[src/rtl/pid_loop_sequencer.sv]
// Per-wheel speed-loop sequencer: tick, tach snapshot, PID step,
// control-to-PWM conversion and period-aligned duty commit.
module pid_loop_sequencer #(
    parameter int PV_WIDTH       = 8,
    parameter int CONTROL_WIDTH  = 18,
    parameter int PWM_RESOLUTION = 17,
    parameter int LOOP_DIV       = 125000,
    parameter int DIV_WIDTH      = 17,
    parameter int PID_LATENCY    = 2
) (
    input  logic                      clk,
    input  logic                      reset,
    input  logic                      en,
    input  logic                      clr_overrun,
    input  logic [PV_WIDTH-1:0]       tach_count,
    output logic                      tach_latch,
    output logic [PV_WIDTH-1:0]       pid_feedback,
    output logic                      pid_clk_en,
    output logic                      pid_en,
    input  logic [CONTROL_WIDTH-1:0]  pid_control,
    input  logic                      pwm_period_end,
    output logic [PWM_RESOLUTION-1:0] duty,
    output logic                      dir,
    output logic                      duty_update,
    output logic                      busy,
    output logic                      overrun
);

    localparam int WW = $clog2(PID_LATENCY + 1);
    localparam int MW = (CONTROL_WIDTH > PWM_RESOLUTION) ?
                        CONTROL_WIDTH : PWM_RESOLUTION;
    localparam logic [MW-1:0] DUTY_MAX = MW'({PWM_RESOLUTION{1'b1}});

    typedef enum logic [2:0] {
        S_IDLE,
        S_LATCH,
        S_CAPTURE,
        S_STEP,
        S_WAIT,
        S_ARM
    } state_t;

    state_t                    state;
    state_t                    state_nx;
    logic [DIV_WIDTH-1:0]      div_q;
    logic [WW-1:0]             wait_q;
    logic                      div_wrap;
    logic                      tick;
    logic                      wait_last;
    logic                      commit;
    logic                      neg;
    logic [CONTROL_WIDTH-1:0]  mag;
    logic [MW-1:0]             mag_ext;
    logic [PWM_RESOLUTION-1:0] duty_conv;
    logic [PWM_RESOLUTION-1:0] pend_duty;
    logic                      pend_dir;

    assign div_wrap  = (div_q == DIV_WIDTH'(LOOP_DIV - 1));
    assign tick      = en & div_wrap;
    assign wait_last = (state == S_WAIT) && (wait_q == WW'(1));
    assign commit    = en && (state == S_ARM) && pwm_period_end;

    // Most-negative input yields 2^(CW-1) unsigned, which then saturates.
    assign neg       = pid_control[CONTROL_WIDTH-1];
    assign mag       = neg ? (~pid_control + CONTROL_WIDTH'(1)) : pid_control;
    assign mag_ext   = MW'(mag);
    assign duty_conv = (mag_ext > DUTY_MAX) ? '1 : mag_ext[PWM_RESOLUTION-1:0];

    assign tach_latch = (state == S_LATCH);
    assign pid_clk_en = (state == S_STEP);
    assign busy       = (state != S_IDLE);

    always_ff @(posedge clk or negedge reset) begin
        if (!reset) begin
            state <= S_IDLE;
        end else begin
            state <= state_nx;
        end
    end

    always_comb begin
        state_nx = state;
        unique case (state)
            S_IDLE:    if (tick) state_nx = S_LATCH;
            S_LATCH:   state_nx = S_CAPTURE;
            S_CAPTURE: state_nx = S_STEP;
            S_STEP:    state_nx = S_WAIT;
            S_WAIT:    if (wait_q == WW'(1)) state_nx = S_ARM;
            S_ARM:     if (pwm_period_end) state_nx = S_IDLE;
            default:   state_nx = S_IDLE;
        endcase
        if (!en) state_nx = S_IDLE;
    end

    always_ff @(posedge clk or negedge reset) begin
        if (!reset) begin
            div_q        <= '0;
            wait_q       <= '0;
            pid_en       <= 1'b0;
            pid_feedback <= '0;
            pend_duty    <= '0;
            pend_dir     <= 1'b0;
            duty         <= '0;
            dir          <= 1'b0;
            duty_update  <= 1'b0;
            overrun      <= 1'b0;
        end else begin
            pid_en <= en;
            if (!en) begin
                div_q       <= '0;
                duty        <= '0;
                dir         <= 1'b0;
                duty_update <= (|duty) | dir;
            end else begin
                div_q       <= div_wrap ? '0 : div_q + DIV_WIDTH'(1);
                duty_update <= commit;
                if (commit) begin
                    duty <= pend_duty;
                    dir  <= pend_dir;
                end
            end
            if (en && state == S_CAPTURE) pid_feedback <= tach_count;
            if (state == S_STEP) begin
                wait_q <= WW'(PID_LATENCY);
            end else if (state == S_WAIT) begin
                wait_q <= wait_q - WW'(1);
            end
            if (en && wait_last) begin
                pend_duty <= duty_conv;
                pend_dir  <= neg;
            end
            // A dropped tick outranks a same-cycle clear.
            if (tick && state != S_IDLE) begin
                overrun <= 1'b1;
            end else if (clr_overrun) begin
                overrun <= 1'b0;
            end
        end
    end

endmodule

[config.mk]
export PLATFORM = sky130hd
export DESIGN_NAME = pid_loop_sequencer
export DESIGN_NICKNAME = d
export VERILOG_FILES = /design/src/rtl/pid_loop_sequencer.sv
export SDC_FILE = /design/constraint.sdc
export NUM_CORES = 1
export LEC_CHECK = 0
export CORE_ASPECT_RATIO = 1.5
export CORE_UTILIZATION = 56
export DETAILED_ROUTE_END_ITERATION = 6
export MAX_ROUTING_LAYER = met4
export PLACE_DENSITY_LB_ADDON = 0.12
export SLEW_MARGIN = 20
export SYNTH_ARGS = -nofsm -noshare
export SYNTH_HDL_FRONTEND = slang
export SYNTH_SLANG_ARGS = --single-unit
[constraint.sdc]
create_clock -name clk -period 3.04 [get_ports clk]
set_input_delay 0.304 -clock clk [delete_from_list [all_inputs] [get_ports clk]]
set_output_delay 0.304 -clock clk [all_outputs]
set_load 0.005 [all_outputs]
# After elaboration in Yosys (flattened, before gate mapping)
# Cells that the tools add are included.
# W data, S select, Z words.
# totals
register_bits	69
inputBits	31
elab_cells	59
# classes
n_addsub	3
order_cmp	1
eq_ne	11
mux	18
n_bitwise	3
reduce_logical	12
# ops
operator	count
$mux W17	5
$add A18 B1 Y18 const B	1
$gt A18 B17 Y1 const B	1
$mux W18	1
$not A18 Y18	1
$pmux W3 S6	1
$add A17 B1 Y17 const B	1
$eq A17 B17 Y1 const B	1
$reduce_or A17 Y1	1
$mux W3	4
$eq A3 B2 Y1 const B	2
$eq A3 B3 Y1 const B	2
$logic_and A1 B1 Y1	6
$ne A3 B3 Y1 const B	2
$mux W1	5
$mux W2	2
$reduce_bool A2 Y1	2
$eq A3 B1 Y1 const B	1
$logic_not A3 Y1	1
$ne A3 B2 Y1 const B	1
$reduce_and A3 Y1	1
$reduce_bool A3 Y1	1
$eq A2 B1 Y1 const B	1
$ne A2 B1 Y1 const B	1
other kinds (3)	3

# Logic depth before layout (Yosys ltp)
# depth
ltp_word	5
ltp_mapped	7
depth_no_buf	6

# Worst setup path before layout
# OpenSTA, ideal clock, no wires.
# synth_path
kind	input port to flip-flop
from	in pid_control[5]
to	reg pend_duty[14]
setup_time_ns	0.130
t_arrival_ns	1.588
required_time_ns	2.910
slack_ns	1.322
stages	5
path_buffers	1
cell_sequence	or4_4 -> buf_6 -> o41ai_2 -> xor2_1 -> a31oi_1
# synth_via
elab_chain_cells	5
# synth_lines
element	line_no	rtl
start, declared	20	input logic [CONTROL_WIDTH-1:0] pid_control,
$not A18 Y18	65	assign mag = neg ? (~pid_control + CONTROL_WIDTH'(1)) : pid_control;
$add A18 B1 Y18	65	
$mux W18 (*)	65	
$gt A18 B17 Y1	67	assign duty_conv = (mag_ext > DUTY_MAX) ? '1 : mag_ext[PWM_RESOLUTION-1:0];
$mux W17 (*)	67	
end signal, assigned	129	pend_duty <= duty_conv;
end, declared	55	logic [PWM_RESOLUTION-1:0] pend_duty;
# Every way passes the cells marked *; elsewhere a longest branch is shown, timed or not.
# A chain may end at the register's enable or synchronous reset.

# Worst setup path after layout
# layout_path
from	in pid_control[5]
to	reg pend_duty[10]
# The elaborated chain is that of the path after synthesis.

==> impl_metrics.yaml <==
status:
  status: "complete, no violations"
worst_setup_path:
  worst-endpoint-arrival_ns: 2.32
  worstPathRequired_ns: 3.29
  worst-path-buf-inv: 1
  critical_path.top_delay_family: "simple AND/OR/NAND/NOR gates"
  path_cells: "clkdlybuf4s50_1 -> or4_4 -> nor4_4 -> nand3_2 -> a31oi_1"
  worst_path_largest_cell_delay_ns: 0.65
  worstSetupEndpointType: "flop"
  critPathMaxFanout: 14
  worstSetupStartpointType: "input port"
  worstSetupPathType: "in -> reg"
  worst_path_max_delay_cell: "sky130_fd_sc_hd__or4_4"
finish:
  synthToLayoutAreaGrowth_pct: 25.0
  fraction_of_final_layout_cells_sized_beyond_drive_strength_1: 0.0925
  final_cell_area_mm2: 0.00424
  insertedDiodeCount: 0
  design.final.nets: 442
logic_synthesis:
  synth_enable_flop_cells: 0
  yosys.area_share.simple: 0.221
  async_s_r_ff_share_synth: 1.00
  post_synth_num_cell_types: 46
  synth_compound_area_frac: 0.120
  synth.mux.area_fraction: 0.0324
  synth_top_area_frac: 0.509
  mappedNetlistNets: 384
  synth-xor-area-share: 0.0697
  syn-instance-count: 350
  post-synth-top-area-cell: "sky130_fd_sc_hd__dfrtp_1"
  largest_family_of_logic_cells_by_synthesized_area: "simple AND/OR/NAND/NOR gates"
  synthAdderAreaFrac: 0.0111
  ys_top_cells_by_area: "sky130_fd_sc_hd__dfrtp_1 (51%), sky130_fd_sc_hd__nand2_1 (5.9%), sky130_fd_sc_hd__nor2_1 (4.3%), sky130_fd_sc_hd__xor2_1 (3.6%), sky130_fd_sc_hd__o21ai_0 (3.4%)"
  syn_avg_cell_area_um2: 9.70
  synth.cell_area_mm2: 0.00339
  synth_flop_cell: "sky130_fd_sc_hd__dfrtp_1"
  synth-warning-count: 0
  synth_seq_cells: 69
  seq_area_frac_synth: 0.509
sta:
  period_minus_slack_ns: 2.07
  final.period_utilization: 0.681
  timing_hold_violations_final: 0
  setup-tns-final_ns: 0
  number_of_setup_violations_in_the_final_report: 0
  timing.slew.headroom: 0.464
  grt_setup_unrepaired: "false"
  report.final.slew_viol_count: 0
  worst-slew-pin-transition_ns: 0.804
  max_freq_mhz: 483
  clock_skew_ns: 0.00883
global_routing:
  grt_first_pass_wirelength_um: 11700
  grt_antenna_before_repair: 0
  grt_pass1_vias: 2648
  grt_max_degree: 39
  gr-total-overflow: 0
  global_route.usage.total: 0.246
power_and_ir_drop:
  share_clk_of_total_power: 0.390
  pwr_density_cell_mw_per_mm2: 453
  ir_worst_vdd_mv: 0.313
  internal-power_mw: 1.50
  comb_power_share: 0.106
  switching_share: 0.218
  switchingPower_uw: 419
  leakagePower_nw: 1.79
  power.share.sequential: 0.504
clocking:
  postCtsResizedCells: 0
  cts_hold_repair.buffers: 0
  cts.root.buffer_cell: "sky130_fd_sc_hd__clkbuf_8"
  cts.clk_slew.worst_paths_ns: 0.07
  clock_tree.buffer_depth: 2
  cts_post_setup_buffers_inserted: 0
  deepest_level_of_the_cts_h_tree: 3
  number_of_buffers_created_by_cts: 9
  cts_sinks: 69
  tritoncts: "built"
  insertion_delay_ns: 0.33
die:
  floorplan.die.height_um: 97.4
  rows: 34
  die_area_mm2: 0.00638
  die_width_um: 65.6
  floorplan.initialDensity: 0.582
  core_region_area_mm2: 0.00583
  design.portCount: 63
placed_design:
  finalWeightedCongestion: 0.772
  dp_hpwl_um: 5040
  dpl-instance-area_mm2: 0.00404
  numPortBuffers: 62
route:
  via_per_inst: 5.54
  post_route_antenna_net_violation_count: 0
  number_of_optimization_iterations_in_the_first_detailed_route_pass: 4
  routed_wire_length_per_instance_um: 14.2
  wirelength_um: 6870
  drc: 0
  vias: 2675
  detail_route.iter0.violations: 197
hold_path:
  worstHoldPathType: "in -> async"
run:
  number_of_maximum_capacitance_constraint_violations: 0
state kept, by name (all words and copies together), names as in the netlist:
| register | count |
|---|---|
| pid_feedback | 8 |
| dir | 1 |
| pend_duty | 17 |
| duty | 17 |
| div_q | 17 |
| duty_update | 1 |
| overrun | 1 |
| pid_en | 1 |
| wait_q | 2 |
| state | 3 |
| pend_dir | 1 |
metrics by stage:
| step | instances | total power, mW | hold WS, ns | util | setup WS (ns) |
|---|---|---|---|---|---|
| 2_1_floorplan | 350 | 1.07 | 0.00841 | - | 1.32 |
| 3_3_place_gp | 469 | 1.19 | 0.431 | 0.694 | 0.675 |
| 3_5_place_dp | 469 | 1.19 | 0.439 | 0.694 | 0.638 |
| 5_1_grt | 483 | 1.99 | 0.124 | 0.728 | 0.823 |
| 4_1_cts | 483 | 1.93 | 0.0758 | 0.728 | 0.990 |
| 6_report | 483 | 1.92 | 0.0509 | 0.728 | 0.971 |
cells in the final DEF (no fill, tap or decap), drive strengths merged:
cell type	count
nand4	4
o41ai	5
o22ai	1
nor2	39
ha	3
and4	1
nor3	4
nor2b	3
clkdlybuf4s50	61
o31ai	5
o211a	1
o21a	1
mux2i	2
nand3	9
inv	7
nor4	13
or4	3
o211ai	2
a21oi	5
dfrtp	69
o221ai	1
buf	7
o21bai	1
nor4bb	2
xnor2	13
clkbuf	13
nor3b	2
o21ai	24
nand2	53
nand4b	1
a211oi	2
or2	3
bufinv	1
or3	5
a31oi	14
xor2	14
nand2b	5
and3	4
mux2	8
layout make-up:
class / count / area, um^2
tap: 72 / 90.1
timing repair buffer: 68 / 661
multi-input combinational: 253 / 1540
fill: 429 / 1590
clock buffer: 13 / 169
inverter: 7 / 26.3
sequential: 69 / 1730
clock inverter: 1 / 30.0
per-layer routing:
metal  wire length (um)  up-vias  track usage
li1                   -     1336            -
met1               2800     1260        0.272
met2               3580       64        0.409
met3                272       15       0.0575
met4                210        0        0.114
met5                  0        -            -
worst reg2reg max path, stage by stage (launching register included):
cell and delay (ns):
sky130_fd_sc_hd__dfrtp_1 0.39, sky130_fd_sc_hd__ha_1 0.26, sky130_fd_sc_hd__nor4bb_1 0.26, sky130_fd_sc_hd__nand4b_1 0.27, sky130_fd_sc_hd__nand2_1 0.50, sky130_fd_sc_hd__nor2_1 0.11
cell usage after synthesis, types with 2 or more instances:
library cell	n
sky130_fd_sc_hd__a211oi_1	2
sky130_fd_sc_hd__a21oi_1	5
sky130_fd_sc_hd__a31oi_1	14
sky130_fd_sc_hd__and3_1	4
sky130_fd_sc_hd__buf_2	6
sky130_fd_sc_hd__buf_6	2
sky130_fd_sc_hd__clkbuf_1	12
sky130_fd_sc_hd__dfrtp_1	69
sky130_fd_sc_hd__ha_1	3
sky130_fd_sc_hd__inv_1	7
sky130_fd_sc_hd__mux2_2	8
sky130_fd_sc_hd__mux2i_1	2
sky130_fd_sc_hd__nand2_1	53
sky130_fd_sc_hd__nand2b_1	5
sky130_fd_sc_hd__nand3_1	8
sky130_fd_sc_hd__nand4_1	4
sky130_fd_sc_hd__nor2_1	39
sky130_fd_sc_hd__nor2b_1	3
sky130_fd_sc_hd__nor3_1	4
sky130_fd_sc_hd__nor3b_1	2
sky130_fd_sc_hd__nor4_1	12
sky130_fd_sc_hd__nor4bb_1	2
sky130_fd_sc_hd__o211ai_1	2
sky130_fd_sc_hd__o21ai_0	23
sky130_fd_sc_hd__o31ai_1	5
sky130_fd_sc_hd__o41ai_1	2
sky130_fd_sc_hd__o41ai_2	3
sky130_fd_sc_hd__or2_2	2
sky130_fd_sc_hd__or3_1	4
sky130_fd_sc_hd__or4_4	2
sky130_fd_sc_hd__xnor2_1	13
sky130_fd_sc_hd__xor2_1	14
worst paths after layout:
kind                                     start              end  slack [ns]  cells past startpoint
max in group asynchronous                reset         duty[10]        2.22                      2
worst max register to register        div_q[0]        div_q[10]        1.12                      5
worst min register to register   pend_duty[12]         duty[12]        0.48                      2
min in group clk                 pend_duty[12]         duty[12]        0.48                      2
worst min-delay path                     reset  pid_feedback[2]        0.05                      1
worst max-delay path            pid_control[5]    pend_duty[10]        0.97                      5
cell families after synthesis:
logic type	after synthesis
buffers and inverters	28
flip-flops	69
multiplexers	10
AO/OA/AOI/OAI	62
adder cells (fa/ha/maj)	3
XOR/XNOR	27
AND/OR/NAND/NOR	151
power groups by stage:
stage	Combinational [mW]	Clock, mW	Sequential, mW
2_1_floorplan	0.0834	0	0.985
3_3_place_gp	0.203	0	0.984
3_5_place_dp	0.207	0	0.986
4_1_cts	0.208	0.758	0.968
5_1_grt	0.229	0.793	0.972
6_report	0.204	0.749	0.968
(Power assumes the default switching activity.)
